## src/rtl/operand_sequencer.sv

```systemverilog
// Front-end controller for the 8-bit ALU board: debounces one push-button and
// steps through operand A, operand B and opcode capture, flagging a complete operation.
module operand_sequencer #(
    parameter int WIDTH           = 8,
    parameter int OP_W            = 3,
    parameter int DEBOUNCE_CYCLES = 250000
) (
    input  logic             clk,
    input  logic             reset_n,
    input  logic [WIDTH-1:0] sw,
    input  logic [OP_W-1:0]  op_sw,
    input  logic             key_n,
    input  logic             restart,
    output logic [WIDTH-1:0] a_q,
    output logic [WIDTH-1:0] b_q,
    output logic [OP_W-1:0]  op_q,
    output logic             load_a,
    output logic             load_b,
    output logic             load_op,
    output logic             result_valid,
    output logic [1:0]       state
);

    localparam int CNT_W = $clog2(DEBOUNCE_CYCLES);
    localparam logic [CNT_W-1:0] CNT_MAX = CNT_W'(DEBOUNCE_CYCLES - 1);

    typedef enum logic [1:0] {
        S_A    = 2'b00,
        S_B    = 2'b01,
        S_OP   = 2'b10,
        S_SHOW = 2'b11
    } state_t;

    state_t           state_r;
    state_t           state_nx;
    logic             key_meta;
    logic             key_s;
    logic             stable;
    logic             stable_d;
    logic [CNT_W-1:0] cnt;
    logic             press;
    logic             cap_a;
    logic             cap_b;
    logic             cap_op;
    logic             leave_show;

    always_ff @(posedge clk or negedge reset_n) begin
        if (!reset_n) begin
            key_meta <= 1'b1;
            key_s    <= 1'b1;
        end else begin
            key_meta <= key_n;
            key_s    <= key_meta;
        end
    end

    // Any sample that agrees with the accepted level restarts the count.
    always_ff @(posedge clk or negedge reset_n) begin
        if (!reset_n) begin
            stable   <= 1'b1;
            stable_d <= 1'b1;
            cnt      <= '0;
        end else begin
            stable_d <= stable;
            if (key_s != stable) begin
                if (cnt == CNT_MAX) begin
                    stable <= key_s;
                    cnt    <= '0;
                end else begin
                    cnt <= cnt + 1'b1;
                end
            end else begin
                cnt <= '0;
            end
        end
    end

    assign press = stable_d & ~stable;

    always_ff @(posedge clk or negedge reset_n) begin
        if (!reset_n) begin
            state_r <= S_A;
        end else begin
            state_r <= state_nx;
        end
    end

    always_comb begin
        state_nx   = state_r;
        cap_a      = 1'b0;
        cap_b      = 1'b0;
        cap_op     = 1'b0;
        leave_show = 1'b0;
        if (restart) begin
            state_nx = S_A;
        end else if (press) begin
            case (state_r)
                S_A: begin
                    cap_a    = 1'b1;
                    state_nx = S_B;
                end
                S_B: begin
                    cap_b    = 1'b1;
                    state_nx = S_OP;
                end
                S_OP: begin
                    cap_op   = 1'b1;
                    state_nx = S_SHOW;
                end
                default: begin
                    leave_show = 1'b1;
                    state_nx   = S_A;
                end
            endcase
        end
    end

    always_ff @(posedge clk or negedge reset_n) begin
        if (!reset_n) begin
            a_q          <= '0;
            b_q          <= '0;
            op_q         <= '0;
            load_a       <= 1'b0;
            load_b       <= 1'b0;
            load_op      <= 1'b0;
            result_valid <= 1'b0;
        end else begin
            load_a  <= cap_a;
            load_b  <= cap_b;
            load_op <= cap_op;
            if (cap_a)  a_q  <= sw;
            if (cap_b)  b_q  <= sw;
            if (cap_op) op_q <= op_sw;
            if (restart || leave_show) begin
                result_valid <= 1'b0;
            end else if (cap_op) begin
                result_valid <= 1'b1;
            end
        end
    end

    assign state = state_r;

endmodule

```

## config.mk

```make
export PLATFORM = sky130hd
export DESIGN_NAME = operand_sequencer
export DESIGN_NICKNAME = d
export VERILOG_FILES = /design/src/rtl/operand_sequencer.sv
export SDC_FILE = /design/constraint.sdc
export NUM_CORES = 1
export LEC_CHECK = 0
export CAP_MARGIN = 10
export CORE_MARGIN = 5
export CORE_UTILIZATION = 25
export DETAILED_ROUTE_END_ITERATION = 7
export PLACE_DENSITY_LB_ADDON = 0.2
export SLEW_MARGIN = 15
export SYNTH_ARGS = -nofsm -noshare
export SYNTH_HDL_FRONTEND = slang
export SYNTH_SLANG_ARGS = --single-unit
```

## constraint.sdc

```tcl
create_clock -name clk -period 2 [get_ports clk]
set_input_delay 0.4 -clock clk [delete_from_list [all_inputs] [get_ports clk]]
set_output_delay 0.4 -clock clk [all_outputs]
set_load 0.01 [all_outputs]
```

==> reports/qor.yml <==
reg2reg_depth: 4
synth-xor-area-share_pct: 6.88
path_common_cell: "nor2b_1"
dp_slack_ns: 0.00196
synth_area_leader_cell: "dfrtp_1"
cts_sinks: 47
hold_viol: 0
synthCells: 165
vias_per_cell: 4.17
rsz0062_at_grt: "no"
io_buffers: 39
grt_overflow: 0
maxCapViolations: 0
clock_skew_ns: 0.00613
ys_seq_area_share_pct: 58.0
drtPass1Iterations: 4
worst_slew_pin_slew_ns: 0.471
syn_nets: 185
postCtsSetupBuffers: 0
cp_slowest_cell: "dfstp_2"
antenna_found_initial: 0
critPathLaunch: "stable_d"
fin_setup_tns_ns: 0
power_density_nw_per_um2: 601
fin_crit_sh_pct: 89.3
cts_buffer_depth: 2
yosys_warnings: 0
worstSetupEndpointType: "flop"
status: "complete, no violations"
r2r_slack_ns: 0.21
wl_mm: 4.15
cts_resized: 0
path_class: "flop to flop"
r2r_start: "stable_d"
finalCoreUtilization_pct: 33.5
slew_headroom_pct: 68.6
finalWorstSetupSlack_ns: 0.214
cp.buffers_inverters: 0
path_max_fanout: 9
vias: 1352
first_iter_violations: 51
num_io_pins: 40
synthAdderAreaFrac_pct: 3.07
clock_latency_ns: 0.30
ys_top_cells_by_area: "dfrtp_1 53%, mux2_2 11%, xnor2_1 5.6%, dfstp_2 5.2%, nor2_1 4.6%"
drtAntennaViolNets: 0
synthMuxAreaShare_pct: 11.6
peakVddDrop_v: 0.000260
cp-start-kind: "flop"
dieWidth_um: 100
ys_seq_elements: 47
leakagePower_nw: 1.17
cts_tree: "built"
first_global_vias: 1439
cpLargestDelayFamily: "simple AND/OR/NAND/NOR gates"
setup_viol: 0
grt_usage_pct: 8.93
slew_violations: 0
cp_cell_sequence: "nor2b_1 > nor2b_1 > and2_1 > mux2_2"
critical_path.max_stage_delay_ns: 0.52
avgSynthCellArea_um2: 12.3
gp_congestion: 0.773
drive_gt1_share_pct: 21.9
fin_nets: 238
hold_class: "input port to asynchronous set/reset pin"
grt_pass1_wl_mm: 7.13
htree_levels: 2
fp.dieArea_um2: 10000
wl_per_cell_um: 12.8
ctsHoldBuffers: 0
cts_made_buffers: 5
yosysUniqueCellTypes: 26
place_hpwl_mm: 3.03
syn_area_um2: 2040
cts.root.buffer_cell: "clkbuf_8"
drc: 0
worstPathArrival_ns: 1.97
area_growth_pct: 33.3
synth_top_family_by_area: "simple AND/OR/NAND/NOR gates"
antenna_cells: 0
synth_top_area_share_pct: 52.9
initial_core_util_pct: 25.2
path_clk_slew_ns: 0.09
num_rows: 33
fp.coreArea_um2: 8090
synth_compound_area_share_pct: 2.95
fmax_mhz: 560
r2r_end: "a_q[0]"
die_h_um: 100
crit_required_ns: 2.19
post-route-min-period_ns: 1.79
grt_max_degree: 21
synth-simple-area-share_pct: 15.2
==> synthesized netlist by cell type, drive strengths merged <==
library cell  instances
nand4                 4
nand2                 4
inv                   6
a21o                  1
nor2                 25
xor2                  3
xnor2                13
nand4bb               1
nand3                 9
ha                    5
nor3                  5
clkbuf                1
dfrtp                43
a211oi                2
mux2                 20
nor2b                 2
a21oi                 2
and2                  3
o41ai                 1
nor4                  7
mux2i                 1
buf                   3
dfstp                 4
==> area by class of cell <==
cell class / instances / area [µm²]
inverter: 6 / 22.5
clock buffer: 5 / 68.8
sequential: 47 / 1180
fill: 858 / 5380
timing repair buffer: 50 / 480
multi-input combinational: 108 / 807
tap: 105 / 131
clock inverter: 3 / 22.5
==> power by group <==
group / internal [W] / switching, W / total, W
clock: 0.000253 / 0.000341 / 0.000594
combinational: 0.0000351 / 0.0000365 / 0.0000715
sequential: 0.000958 / 0.00000624 / 0.000964
==> metal layers <==
layer  share of wire (%)  GRT usage [%]
met3                 3.2           3.20
met5                   0              0
met2                  48           13.9
met1                  48           11.8
met4                0.75           2.49
==> worst max path at each step <==
stage / cells after the start / end / slack, ns
global route: 5 / stable / 0.08
detailed placement: 4 / a_q[2] / 0.002
floorplan: 5 / a_q[0] / 0.25
CTS: 4 / a_q[0] / 0.17
global placement: 4 / a_q[4] / 0.06
finish: 4 / a_q[0] / 0.21
==> cells in the final DEF, fill, tap and decap left out, drive strengths merged, types with 7 or more instances in the layout <==
| cell type | n |
|---|---|
| xnor2 | 13 |
| nor2 | 25 |
| mux2 | 20 |
| inv | 8 |
| nand3 | 9 |
| nor4 | 7 |
| dfrtp | 43 |
| clkdlybuf4s50 | 38 |
| buf | 12 |
==> per-stage QoR <==
step	hold slack, ns	cell area [µm²]	power, W	std cells
after floorplan	0.104	2040	0.000999	165
after global placement	0.345	2620	0.00106	316
after detailed placement	0.350	2620	0.00106	316
after CTS	0.0560	2710	0.00166	324
after global routing	0.0804	2710	0.00171	324
final	0.0466	2710	0.00163	324
==> kinds of logic after synthesis <==
group | after synthesis
buffers and inverters | 10
AO/OA/AOI/OAI | 6
multiplexers | 21
AND/OR/NAND/NOR | 60
XOR/XNOR | 16
flip-flops | 47
adder cells (fa/ha/maj) | 5
==> flip-flops by register name, summed over array words and instances, names as in the netlist <==
register and count:
a_q 8, b_q 8, cnt 18, key_meta 1, key_s 1, load_a 1, load_b 1, load_op 1
op_q 3, result_valid 1, stable 1, stable_d 1, state 2
No activity file was read; power rests on OpenSTA's default activity.
